[config.mk]
export PLATFORM = sky130hd
export DESIGN_NAME = snail_byte_scanner_flat
export DESIGN_NICKNAME = d
export VERILOG_FILES = /design/src/rtl/snail_byte_scanner_pkg.sv /design/src/rtl/snail_byte_scanner_if.sv /design/src/rtl/snail_detect_core.sv /design/src/rtl/snail_byte_scanner.sv /design/src/flat_wrapper.sv
export SDC_FILE = /design/constraint.sdc
export NUM_CORES = 1
export LEC_CHECK = 0
export ABC_AREA = 1
export BUFFER_PORTS_ARGS = -buffer_cell sky130_fd_sc_hd__buf_2
export CAP_MARGIN = 20
export CORE_AREA = 2 2 52 54
export DETAILED_ROUTE_END_ITERATION = 7
export DIE_AREA = 0 0 54 56
export PLACE_DENSITY = 0.6
export RECOVER_POWER = 100
export SKIP_CTS_REPAIR_TIMING = 1
export SLEW_MARGIN = 25
export SYNTH_ARGS = -nofsm -noshare
export SYNTH_HDL_FRONTEND = slang
export SYNTH_SLANG_ARGS = --single-unit
[constraint.sdc]
create_clock -name clk_in -period 2.2 [get_ports clk_in]
set_input_delay 0.11 -clock clk_in [delete_from_list [all_inputs] [get_ports clk_in]]
set_output_delay 0.11 -clock clk_in [all_outputs]
set_load 0.005 [all_outputs]
[src/rtl/snail_byte_scanner_pkg.sv]
// rtl/snail_byte_scanner_pkg.sv - shared types and sizing helper for the snail byte scanner
package snail_pkg;

  typedef enum logic [1:0] {
    S0 = 2'b00,
    S1 = 2'b01,
    S2 = 2'b10
  } det_state_e;

  typedef enum logic [1:0] {
    IDLE   = 2'b00,
    SHIFT  = 2'b01,
    REPORT = 2'b10
  } scan_state_e;

  // Smallest count width that can hold the most "01" hits a word can produce.
  function automatic int min_cnt_w(input int data_w);
    return $clog2((data_w + 1) / 2 + 1);
  endfunction

endpackage

[src/rtl/snail_byte_scanner_if.sv]
// rtl/snail_byte_scanner_if.sv - word input and result output handshakes of the scanner
interface snail_byte_scanner_if #(
  parameter int DATA_W = 8,
  parameter int CNT_W  = 4
);
  logic              in_valid_in;
  logic              in_ready_out;
  logic [DATA_W-1:0] in_data_in;
  logic              out_valid_out;
  logic              out_ready_in;
  logic [CNT_W-1:0]  out_count_out;
  logic              out_last_smile_out;

  modport master (
    output in_valid_in, in_data_in, out_ready_in,
    input  in_ready_out, out_valid_out, out_count_out, out_last_smile_out
  );

  modport slave (
    input  in_valid_in, in_data_in, out_ready_in,
    output in_ready_out, out_valid_out, out_count_out, out_last_smile_out
  );
endinterface

[src/rtl/snail_detect_core.sv]
// rtl/snail_detect_core.sv - three-state Moore "01" detector with enable and sync clear
module snail_detect_core
  import snail_pkg::*;
(
  input  logic clk_in,
  input  logic rst_n_in,
  input  logic en_in,
  input  logic clear_in,
  input  logic bit_in,
  output logic smile_out,
  output logic hit_out
);

  det_state_e state_q, state_d;

  always_ff @(posedge clk_in or negedge rst_n_in) begin
    if (!rst_n_in) state_q <= S0;
    else           state_q <= state_d;
  end

  always_comb begin
    state_d = state_q;
    if (clear_in) begin
      state_d = S0;
    end else if (en_in) begin
      // S0 and S2 react identically; only S1 remembers a pending "0".
      case (state_q)
        S1:      state_d = bit_in ? S2 : S1;
        default: state_d = bit_in ? S0 : S1;
      endcase
    end
  end

  assign smile_out = (state_q == S2);
  assign hit_out   = en_in & bit_in & (state_q == S1);

endmodule

[src/rtl/snail_byte_scanner.sv]
// rtl/snail_byte_scanner.sv - serialises words into the "01" detector and reports hits per word
// Optional running total on total_count_out when SNAIL_SCAN_STATS_EN is defined.
module snail_byte_scanner
  import snail_pkg::*;
#(
  parameter int DATA_W    = 8,
  parameter int CNT_W     = 4,
  parameter bit MSB_FIRST = 1'b1
) (
  input  logic                 clk_in,
  input  logic                 rst_n_in,
  input  logic                 clear_in,
  output logic                 busy_out,
`ifdef SNAIL_SCAN_STATS_EN
  output logic [15:0]          total_count_out,
`endif
  snail_byte_scanner_if.slave  bus
);

  localparam int BC_W = (DATA_W > 2) ? $clog2(DATA_W) : 1;

  if (DATA_W < 2) begin : g_bad_data_w
    $error("snail_byte_scanner: DATA_W must be at least 2");
  end
  if (CNT_W < min_cnt_w(DATA_W)) begin : g_bad_cnt_w
    $error("snail_byte_scanner: CNT_W too small for DATA_W");
  end

  scan_state_e       state_q, state_d;
  logic [DATA_W-1:0] sreg_q;
  logic [BC_W-1:0]   bit_cnt_q;
  logic [CNT_W-1:0]  hit_cnt_q;
  logic              accept;
  logic              det_en;
  logic              det_clear;
  logic              det_bit;
  logic              det_smile;
  logic              det_hit;

  assign accept    = (state_q == IDLE) & bus.in_valid_in;
  assign det_en    = (state_q == SHIFT);
  assign det_clear = (state_q == IDLE) & clear_in;
  assign det_bit   = MSB_FIRST ? sreg_q[DATA_W-1] : sreg_q[0];

  snail_detect_core u_core (
    .clk_in    (clk_in),
    .rst_n_in  (rst_n_in),
    .en_in     (det_en),
    .clear_in  (det_clear),
    .bit_in    (det_bit),
    .smile_out (det_smile),
    .hit_out   (det_hit)
  );

  always_comb begin
    state_d = state_q;
    case (state_q)
      IDLE:    if (accept) state_d = SHIFT;
      SHIFT:   if (bit_cnt_q == BC_W'(DATA_W - 1)) state_d = REPORT;
      REPORT:  if (bus.out_ready_in) state_d = IDLE;
      default: state_d = IDLE;
    endcase
  end

  always_ff @(posedge clk_in or negedge rst_n_in) begin
    if (!rst_n_in) begin
      state_q   <= IDLE;
      sreg_q    <= '0;
      bit_cnt_q <= '0;
      hit_cnt_q <= '0;
    end else begin
      state_q <= state_d;
      if (accept) begin
        sreg_q    <= bus.in_data_in;
        bit_cnt_q <= '0;
        hit_cnt_q <= '0;
      end else if (state_q == SHIFT) begin
        sreg_q    <= MSB_FIRST ? {sreg_q[DATA_W-2:0], 1'b0} : {1'b0, sreg_q[DATA_W-1:1]};
        bit_cnt_q <= bit_cnt_q + BC_W'(1);
        if (det_hit) hit_cnt_q <= hit_cnt_q + CNT_W'(1);
      end
    end
  end

  assign bus.in_ready_out       = (state_q == IDLE);
  assign bus.out_valid_out      = (state_q == REPORT);
  assign bus.out_count_out      = hit_cnt_q;
  assign bus.out_last_smile_out = (state_q == REPORT) & det_smile;
  assign busy_out               = (state_q != IDLE);

`ifdef SNAIL_SCAN_STATS_EN
  logic [15:0] total_q;
  logic [16:0] total_sum;

  assign total_sum = {1'b0, total_q} + 17'(hit_cnt_q);

  always_ff @(posedge clk_in or negedge rst_n_in) begin
    if (!rst_n_in) begin
      total_q <= '0;
    end else if ((state_q == REPORT) && bus.out_ready_in) begin
      total_q <= total_sum[16] ? 16'hFFFF : total_sum[15:0];
    end
  end

  assign total_count_out = total_q;
`endif

endmodule

[src/flat_wrapper.sv]
// flat-port wrapper written by rule: the top's interface ports become plain ports
module snail_byte_scanner_flat import snail_pkg::*;
#(
  parameter int DATA_W    = 8,
  parameter int CNT_W     = 4,
  parameter bit MSB_FIRST = 1'b1
)
  (clk_in, rst_n_in, clear_in, busy_out, bus_in_valid_in, bus_in_data_in, bus_out_ready_in, bus_in_ready_out, bus_out_valid_out, bus_out_count_out, bus_out_last_smile_out);
  snail_byte_scanner_if #(.DATA_W(DATA_W), .CNT_W(CNT_W)) bus_i ();
  input  logic clk_in;
  input  logic rst_n_in;
  input  logic clear_in;
  output logic busy_out;
  input wire logic [$bits(bus_i.in_valid_in)-1:0] bus_in_valid_in;
  input wire logic [$bits(bus_i.in_data_in)-1:0] bus_in_data_in;
  input wire logic [$bits(bus_i.out_ready_in)-1:0] bus_out_ready_in;
  output wire logic [$bits(bus_i.in_ready_out)-1:0] bus_in_ready_out;
  output wire logic [$bits(bus_i.out_valid_out)-1:0] bus_out_valid_out;
  output wire logic [$bits(bus_i.out_count_out)-1:0] bus_out_count_out;
  output wire logic [$bits(bus_i.out_last_smile_out)-1:0] bus_out_last_smile_out;
  assign bus_i.in_valid_in = bus_in_valid_in;
  assign bus_i.in_data_in = bus_in_data_in;
  assign bus_i.out_ready_in = bus_out_ready_in;
  assign bus_in_ready_out = bus_i.in_ready_out;
  assign bus_out_valid_out = bus_i.out_valid_out;
  assign bus_out_count_out = bus_i.out_count_out;
  assign bus_out_last_smile_out = bus_i.out_last_smile_out;
  snail_byte_scanner #(.DATA_W(DATA_W), .CNT_W(CNT_W), .MSB_FIRST(MSB_FIRST)) u_core (.clk_in(clk_in), .rst_n_in(rst_n_in), .clear_in(clear_in), .busy_out(busy_out), .bus(bus_i));
endmodule
Yosys cells after proc, flatten, opt, wreduce, memory -nomap -nowiden --
Cells that the tools add are included.
Storage, ports and cells: flip-flop bits (word level) 19, latch bits 0, memory bits (writable) 0, ROM bits 0, bits of input ports 13, logic and storage cells 43, memories 0
Operators by class: $add $sub $neg 2, multiply operators 0, divide/modulo/power cells 0, order comparisons 0, eq/ne operators 8, shift operators 0, multiplexer cells 16, bitwise logic cells 5, reduce and logical (&&, ||, !) cells 7
Operators with widths (count):
- 8-bit two-way mux | 2
- 2-bit two-way mux | 7
- 4-bit two-way mux | 3
- 2-bit nonzero test | 4
- 3-bit two-way mux | 2
- 2-bit case mux with 3 select lines | 1
- 1-bit AND | 5
- 4-bit by 1-bit adder with 4-bit output (second input constant) | 1
- 2-bit by 1-bit equality test with 1-bit output (second input constant) | 2
- 2-bit equality test (second input constant) | 2
- 2-bit by 1-bit != test with 1-bit output (second input constant) | 2
- 3-bit by 1-bit adder with 3-bit output (second input constant) | 1
- 3-bit equality test (second input constant) | 1
- 3-bit AND reduction | 1
- 2-bit zero test | 1
- 2-bit != test (second input constant) | 1
- 2-bit AND reduction | 1
- 1-bit two-way mux | 1

Longest topological paths before layout --
Gate-level depths: netlist of the first run.
word-level depth 6, depth in mapped cells 7, mapped depth without buffers 6

Hierarchy --
A second synthesis of the first run with hierarchy kept.
Unflattened totals: cells, all modules 106, area total of the unflattened synthesis 944.7 µm²
By module, submodules not included:
- snail_byte_scanner | instances 1, cells an instance 91, area each 834.6 µm²
- snail_detect_core | instances 1, cells an instance 15, area each 110.1 µm²

Worst setup path before layout of the first run --
OpenSTA, ideal clock, no wires.
kind flip-flop to flip-flop, start register u_core.state_q[0], end register u_core.sreg_q[7], library setup time 121 ps, data arrival time 1083 ps, required time 2079 ps, slack 997 ps, stages on the path, launching flop included 8, buffers on the path 1, period minus slack after synthesis 1203 ps, path through dfrtp_1 -> nor2_2 -> nand2_4 -> inv_6 -> nor2_8 -> buf_6 -> nand2_2 -> nand3_2
On the way: word-level cells in the longest chain between the ends 3, elaborated cells on any way between the ends 5
RTL lines:
- start: declaration | line snail_byte_scanner.sv:29 | scan_state_e state_q, state_d;
- start signal: assignment | line snail_byte_scanner.sv:72 | state_q <= state_d;
- 2-bit zero test (*)
- named net bus_in_ready_out | line flat_wrapper.sv:17 | output wire logic [$bits(bus_i.in_ready_out)-1:0] bus_in_ready_out;
- 1-bit AND (*) | line snail_byte_scanner.sv:40 | assign accept = (state_q == IDLE) & bus.in_valid_in;
- 8-bit two-way mux or 2-bit nonzero test (tied branches)
- end signal: assignment | line snail_byte_scanner.sv:74 | sreg_q <= bus.in_data_in;
- end signal: assignment | line snail_byte_scanner.sv:78 | sreg_q <= MSB_FIRST ? {sreg_q[DATA_W-2:0], 1'b0} : {1'b0, sreg_q[DATA_W-1:1]};
- end: declaration | line snail_byte_scanner.sv:30 | logic [DATA_W-1:0] sreg_q;
Mark *: on every way through the listed nets, which the timed path passes. The rest lies on a longest branch. A chain may end at the register's enable or synchronous reset.

Worst setup path after layout of the first run --
start register u_core.state_q[1], end register u_core.bit_cnt_q[0]
On the way: word-level cells in the longest chain between the ends 3, elaborated cells on any way between the ends 5
RTL lines:
- 2-bit zero test | line snail_byte_scanner.sv:40
- 1-bit AND | line snail_byte_scanner.sv:40
- 3-bit two-way mux or 2-bit nonzero test (tied branches)
- end signal: assignment | line snail_byte_scanner.sv:79 | bit_cnt_q <= bit_cnt_q + BC_W'(1);
- end: declaration | line snail_byte_scanner.sv:31 | logic [BC_W-1:0] bit_cnt_q;
Several ways; a longest one is shown, not always the timed one.

==> qor.yml, run 1 <==
min_from: "bus_in_data_in[0]"
rsz0062_at_grt: "no"
slowest_stage: "dfrtp_1"
netlist-cell-type-count: 21
worstSetupStartpointType: "flip-flop"
cts.sinks: 19
clkTransAtPathRegs_ps: 110
ys_top_cells_by_area: "dfrtp_1 50%, nand2_1 14%, nand3_2 7.3%"
yosysMostFrequentCell: "nand2_1"
grt_antenna_before_repair: 0
max_freq_mhz: 709.3
vias: 724
seqCellArea_um2: 475.5
critPathCaptureType: "flip-flop"
ys.flop_type: "dfrtp_1"
reg2reg_from: "u_core.state_q[1]"
crit_chain: "inv_1, nand2_1, inv_1, nor2_8, nand2_1, o21ai_0"
io_buffers: 20
track_usage: 0.1204
synth_edf_count: 0
clockBufferDepth: 2
ios: 21
period_needed_ps: 1410
cts_buffers: 3
drv_slew: 0
slowest_delay_ps: 410
coreArea_um2: 2432
grt_pass1_wl_um: 2732
crit_start: "u_core.state_q[1]"
worstPathMaxFanout: 11
status: "complete, no violations"
final_hold_viol_count: 0
seq_area_frac_synth: 0.4967
gp_congestion: 0.7258
fillers: 257
critPathKind: "reg -> reg"
synth_top_cell_area_share: 0.4967
power.density_nw_per_um2: 1183
hpwl_um: 1257
period_share: 0.6409
hp-class: "in -> reg"
start_util: 0.3935
grt_pass1_vias: 659
synth_area_leader_cell: "dfrtp_1"
finalPower_mw: 1.297
worstMarginPinSlew_ps: 1037
critPathTopFamily: "buffers and inverters"
fp.dieW_um: 54
final_nets: 144
areaGrowthSynthToFinish_pct: 14.51
drc: 0
yosys_register_bits: 19
cp_num_buf_inv: 2
die_area_um2: 3024
finClkSkew_ps: 7.499
multi_input_area_um2: 415.4
p_leak_nw: 0.5934
rows: 18
yosysWarnings: 0
clk_latency_ps: 290
vdd_drop_max_mv: 0.5779
diodes: 0
cts_root_buffer: "clkbuf_4"
relSlewSlack: 0.3087
layout-drive-gt1-share: 0.2362
maxCapViolCount: 0
grt_max_degree: 20
drt_iter0_markers: 18
synthesis.nets: 119
via_per_inst: 4.611
cts_tree: "yes"
setup_tns_ps: 0
synthArstFlopShare: 1.000
grt.overflow.total: 0
wl_per_cell_um: 10.86
synth_area_per_cell_um2: 9.293
htree_num_levels: 1
first_pass_iters: 4
die_y_um: 56
synthTopCellsByCount: "36 x nand2_1, 19 x dfrtp_1, 8 x nand2_2"
syn-instance-count: 103
synth_area_um2: 957.2
cp_data_arrival_time_ps: 1600
required_ps: 2390
antenna_left: 0
wirelength_um: 1705
setup_viol: 0
[sequential cells by signal, summed over array words and instances (netlist names)]
name / flops
u_core.u_core.state_q: 2
u_core.bit_cnt_q: 3
u_core.sreg_q: 8
u_core.bus.out_count_out: 4
u_core.state_q: 2
[metrics by stage]
| step | setup slack [ps] | std cells | area (um^2) | util | hold WS (ps) |
|---|---|---|---|---|---|
| 2_1_floorplan | 996.5 | 103 | 957.2 | - | -185.6 |
| 4_1_cts | 844.4 | 155 | 1106 | 0.4547 | -261.0 |
| 3_5_place_dp | 964.9 | 151 | 1079 | 0.4434 | 80.02 |
| 5_1_grt | 654.0 | 157 | 1096 | 0.4506 | 13.65 |
| 6_report | 790.1 | 157 | 1096 | 0.4506 | 10.83 |
| 3_3_place_gp | 998.8 | 151 | 1079 | 0.4434 | 74.20 |
[cell usage in the layout, fill, tap and decap left out, types with 2 or more instances in the layout]
cell            n
ha_1            3
nand2_1        42
nor2_1          5
nand3_1         3
buf_2          14
nand2_2         2
nand4_1         2
clkbuf_1        6
nand3_2         7
dlygate4sd3_1   2
inv_1           5
clkbuf_4        3
o21ai_0         6
dfrtp_1        19
[metal layers]
metal	GRT usage	wire length [um]	share of wire	up-vias
met5	0	0	0	-
met4	0.04286	15	0.0088	0
met3	0.03226	102	0.060	2
met2	0.1829	737	0.43	21
met1	0.1618	850	0.50	319
li1	-	-	-	382
[final timing paths]
path,endpoint,cells past startpoint,slack (ps)
worst max-delay path,u_core.bit_cnt_q[0],6,790
worst min-delay path,u_core.sreg_q[0],3,10
worst max register to register,u_core.bit_cnt_q[0],6,790
worst min register to register,u_core.sreg_q[0],2,480
max in group asynchronous,u_core.bit_cnt_q[2],2,1070
min in group asynchronous,u_core.sreg_q[7],2,510
[worst min-delay path: stages]
cell,delay (ps)
buf_2,70
nand2_1,40
nand2_1,50
[cells by family after synthesis]
logic type	synth area share
simple gates	0.3699
flops	0.4967
buf+inv	0.04574
compound gates	0.03922
fa+ha+maj	0.03922
xor+xnor	0.009152
[power by group]
group	switching, mW	internal [mW]	total, mW
Combinational	0.324	0.204	0.528
Sequential	0.104	0.490	0.594
Clock	0.107	0.0676	0.175
Total	0.535	0.762	1.30
[cell type report]
cell class | count | share of cell area
Tap cell | 30 | 0.03425
Clock buffer | 3 | 0.02055
Sequential cell | 19 | 0.4338
Timing Repair Buffer | 22 | 0.1027
Multi-Input combinational cell | 76 | 0.3790
Inverter | 6 | 0.02511
Clock inverter | 1 | 0.004566
Power figures use the tool's default switching activity.
==> run 2: changes to the inputs <==
Settings changed: ABC_AREA 1 to 0, PLACE_DENSITY 0.6 to 0.61.
Clock period 2.2 ns to 1.2 ns, I/O delays scaled along.
==> qor.yml, run 2 <==
status: "finished with violations"
violations: "negative setup slack"
coreArea_um2: 2432
finClkSkew_ps: 1.615
clockBufferDepth: 2
vdd_drop_max_mv: 1.074
crit_chain: "buf_6, nor2b_4, and3b_1, buf_2"
final_nets: 143
antenna_left: 0
via_per_inst: 5.077
fillers: 248
synthArstFlopShare: 1.000
layout-drive-gt1-share: 0.3492
grt_pass1_wl_um: 3567
cp_data_arrival_time_ps: 1250
post-route-util: 0.5093
fin_ws_ps: -105.8
critPathKind: "reg -> out"
io_buffers: 20
yosysWarnings: 0
setup_viol: 10
critPathCaptureType: "output pin"
drt_iter0_markers: 5
syn-instance-count: 91
ys.flop_type: "dfrtp_1"
cts_root_buffer: "clkbuf_4"
die_area_um2: 3024
grt_max_degree: 20
clkTransAtPathRegs_ps: 100
p_leak_nw: 0.6267
largest_register_ffs: 8
synth_area_leader_cell: "dfrtp_1"
rows: 18
slowest_stage: "dfrtp_2"
final_hold_viol_count: 0
cts_buffers: 3
worstMarginPinSlew_ps: 485.8
final_cell_mix: "17 x dfrtp_1, 16 x buf_2, 11 x buf_4"
critPathTopFamily: "flip-flops"
fp.dieW_um: 54
power.density_nw_per_um2: 2033
layout_commonest_cell: "dfrtp_1"
finalPower_mw: 2.518
rsz0062_at_grt: "yes"
synthesis.nets: 107
post_layout_nonfiller_instances: 156
drv_slew: 0
cts.sinks: 19
hpwl_um: 1534
clk_latency_ps: 290
diodes: 0
reg2reg_from: "u_core.state_q[1]"
synthTopCellsByCount: "19 x dfrtp_1, 10 x nand2_1, 9 x o21ai_0"
crit_start: "u_core.state_q[0]"
required_ps: 1140
slowest_delay_ps: 460
placed_cells: 148
holdWs_ps: 8.631
die_y_um: 56
htree_num_levels: 1
track_usage: 0.1550
ys_top_cells_by_area: "dfrtp_1 51%, a22oi_1 5.6%, o21ai_0 4.8%"
min_from: "bus_in_data_in[0]"
max_freq_mhz: 765.8
cts_tree: "yes"
synth_area_um2: 939.7
vias: 792
drc: 0
maxCapViolCount: 0
grt_antenna_before_repair: 0
worstPathMaxFanout: 6
period_share: 1.088
synth_top_cell_area_share: 0.5060
largest_register: "u_core.sreg_q"
hp-class: "in -> reg"
gp_congestion: 0.6997
cp_num_buf_inv: 2
wirelength_um: 2075
yosys_register_bits: 19
seq_area_frac_synth: 0.5060
grt_pass1_vias: 826
synth_edf_count: 0
yosysMostFrequentCell: "dfrtp_1"
areaGrowthSynthToFinish_pct: 31.82
start_util: 0.3863
synth_area_per_cell_um2: 10.33
netlist-cell-type-count: 23
dp_slack_ps: -55.47
ios: 21
first_pass_iters: 4
grt.overflow.total: 0
wl_per_cell_um: 13.30
worstSetupStartpointType: "flip-flop"
r2r_slack_ps: -70
period_needed_ps: 1306
relSlewSlack: 0.6762
run 2: worst reg2reg max path, cell delays in order (launching register included):
cell      delay (ps)
dfrtp_2          470
and4bb_2         360
nand2_1          110
a31o_1           230
run 2: path summary, 6_finish.rpt:
kind | end | depth (start not counted)
max in group asynchronous | u_core.state_q[0] | 2
worst max register to register | u_core.bus.out_count_out[1] | 3
min in group asynchronous | u_core.bit_cnt_q[0] | 2
worst min-delay path | u_core.sreg_q[0] | 2
worst max-delay path | bus_out_last_smile_out | 4
worst min register to register | u_core.bus.out_count_out[3] | 1
run 2: cells by family (layout without fill, tap and decap cells):
group           Yosys count  count (layout)  share of synthesized area
compound gates           29              29                     0.1997
simple gates             29              29                     0.1784
fa+ha+maj                 3               3                    0.03995
flops                    19              19                     0.5060
mux                       3               3                    0.03196
buf+inv                   8              43                    0.04393
run 2: where the power goes:
part | switching, mW | total [mW] | internal (mW)
Combinational | 0.514 | 1.12 | 0.606
Clock | 0.196 | 0.325 | 0.129
Sequential | 0.194 | 1.07 | 0.879
Total | 0.904 | 2.52 | 1.61
run 2: metrics by stage:
stage | cell area, um^2 | TNS, ps
5_1_grt | 1239 | -1445
3_5_place_dp | 1136 | -198.0
2_1_floorplan | 942.2 | 0
4_1_cts | 1162 | -1063
6_report | 1239 | -434.3
3_3_place_gp | 1136 | -22.97
run 2: area by class of cell:
cell class | instances | area, um^2 | area share
Clock buffer | 4 | 26.28 | 0.02121
Inverter | 4 | 15.01 | 0.01212
Multi-Input combinational cell | 64 | 466.7 | 0.3768
Sequential cell | 19 | 478.0 | 0.3859
Tap cell | 30 | 37.54 | 0.03030
Timing Repair Buffer | 35 | 215.2 | 0.1737
run 2: routing by layer:
layer	up-vias	GRT usage	routed length, um
met1	379	0.2102	931
met3	2	0.02688	116
met5	-	0	0
met2	19	0.2491	1010
li1	392	-	-
met4	0	0.04286	16
==> run 3: changes to the inputs <==
Settings changed: TNS_END_PERCENT set to 20.
==> qor.yml, run 3 (same netlist as run 2, synthesis figures left out) <==
grt_max_degree: 20
wl_per_cell_um: 13.32
critPathCaptureType: "output pin"
largest_register_ffs: 8
hpwl_um: 1534
first_pass_iters: 4
areaGrowthSynthToFinish_pct: 29.29
relSlewSlack: 0.6773
max_freq_mhz: 770.3
setup_viol: 5
hp-class: "in -> reg"
clockBufferDepth: 2
largest_register: "u_core.sreg_q"
fp.dieW_um: 54
cp_data_arrival_time_ps: 1240
post_layout_nonfiller_instances: 154
r2r-end: "u_core.bus.out_count_out[1]"
htree_num_levels: 1
clkTransAtPathRegs_ps: 110
vdd_drop_max_mv: 0.9907
fillers: 253
final_hold_viol_count: 0
clk_latency_ps: 290
period_share: 1.082
wirelength_um: 2051
slowest_delay_ps: 450
placed_cells: 148
die_area_um2: 3024
final_cell_mix: "17 x dfrtp_1, 16 x buf_2, 10 x buf_4"
r2r_cells: 3
maxCapViolCount: 0
start_util: 0.3863
finalPower_mw: 2.469
status: "finished with violations"
cts_tree: "yes"
antenna_left: 0
setup_tns_ps: -306.7
required_ps: 1140
rsz0062_at_grt: "yes"
track_usage: 0.1550
worstHoldPathCells: 2
layout_commonest_cell: "dfrtp_1"
grt_pass1_vias: 826
crit_chain: "buf_6, nor2b_4, and3b_1, buf_2"
r2r_slack_ps: -50
grt.overflow.total: 0
finClkSkew_ps: 1.600
drt_iter0_markers: 6
coreArea_um2: 2432
worstSetupStartpointType: "flip-flop"
gp_congestion: 0.6997
rows: 18
drc: 0
cts_root_buffer: "clkbuf_4"
cts_buffers: 3
worstPathMaxFanout: 6
violations: "negative setup slack"
fin_ws_ps: -98.23
critPathKind: "reg -> out"
p_leak_nw: 0.6164
final_nets: 141
min_from: "bus_in_data_in[0]"
grt_antenna_before_repair: 0
power.density_nw_per_um2: 2032
slowest_stage: "dfrtp_2"
io_buffers: 20
die_y_um: 56
layout-drive-gt1-share: 0.3468
drv_slew: 0
worstMarginPinSlew_ps: 484.1
hold_end: "u_core.sreg_q[0]"
period_needed_ps: 1298
via_per_inst: 5.071
reg2reg_from: "u_core.state_q[1]"
diodes: 0
cts.sinks: 19
vias: 781
ios: 21
grt_pass1_wl_um: 3567
run 3: cell type report:
cell class | count | area, um^2 | area share
clock buffer | 4 | 26.28 | 0.02163
inverter | 4 | 15.01 | 0.01236
timing repair buffer | 33 | 196.4 | 0.1617
tap | 30 | 37.54 | 0.03090
multi-input combinational | 64 | 461.7 | 0.3800
sequential | 19 | 478.0 | 0.3934
run 3: worst max-delay path: cells and delay by family (launching register included):
family | cells | cell delay (ps)
simple gates | 2 | 260
buf+inv | 2 | 230
flops | 1 | 450
run 3: stage by stage:
| stage | utilization | hold WS (ps) | cell area, um^2 | setup slack [ps] |
|---|---|---|---|---|
| floorplan | - | -235.6 | 942.2 | 8.465 |
| global placement | 0.4671 | 27.54 | 1136 | -22.97 |
| detailed placement | 0.4671 | 30.32 | 1136 | -55.47 |
| CTS | 0.4779 | -299.3 | 1162 | -224.7 |
| global route | 0.4995 | 17.78 | 1215 | -177.3 |
| finish | 0.4995 | 7.927 | 1215 | -98.23 |
run 3: routing by layer:
| metal | vias to the layer above | GRT usage | part of all wire |
|---|---|---|---|
| met5 | - | 0 | 0 |
| met4 | 0 | 0.04286 | 0.0083 |
| met3 | 2 | 0.02688 | 0.061 |
| met2 | 23 | 0.2491 | 0.48 |
| met1 | 363 | 0.2102 | 0.45 |
| li1 | 393 | - | - |
run 3: worst max-delay path by stage:
stage / cells past startpoint / slack [ps] / startpoint / end
floorplan: 3 / 8 / u_core.state_q[0] / u_core.bus.out_count_out[1]
global placement: 3 / -20 / u_core.state_q[1] / u_core.bus.out_count_out[1]
detailed placement: 3 / -60 / u_core.state_q[1] / u_core.bus.out_count_out[1]
CTS: 4 / -220 / u_core.state_q[0] / bus_out_last_smile_out
global route: 4 / -180 / u_core.state_q[0] / bus_out_last_smile_out
finish: 4 / -100 / u_core.state_q[0] / bus_out_last_smile_out
run 3: where the power goes:
part           internal, mW  switching [mW]  leakage, nW  total (mW)
clock                 0.129           0.196       0.0150       0.325
sequential            0.879           0.198        0.243        1.08
combinational         0.569           0.498        0.359        1.07
total                  1.58           0.892        0.616        2.47
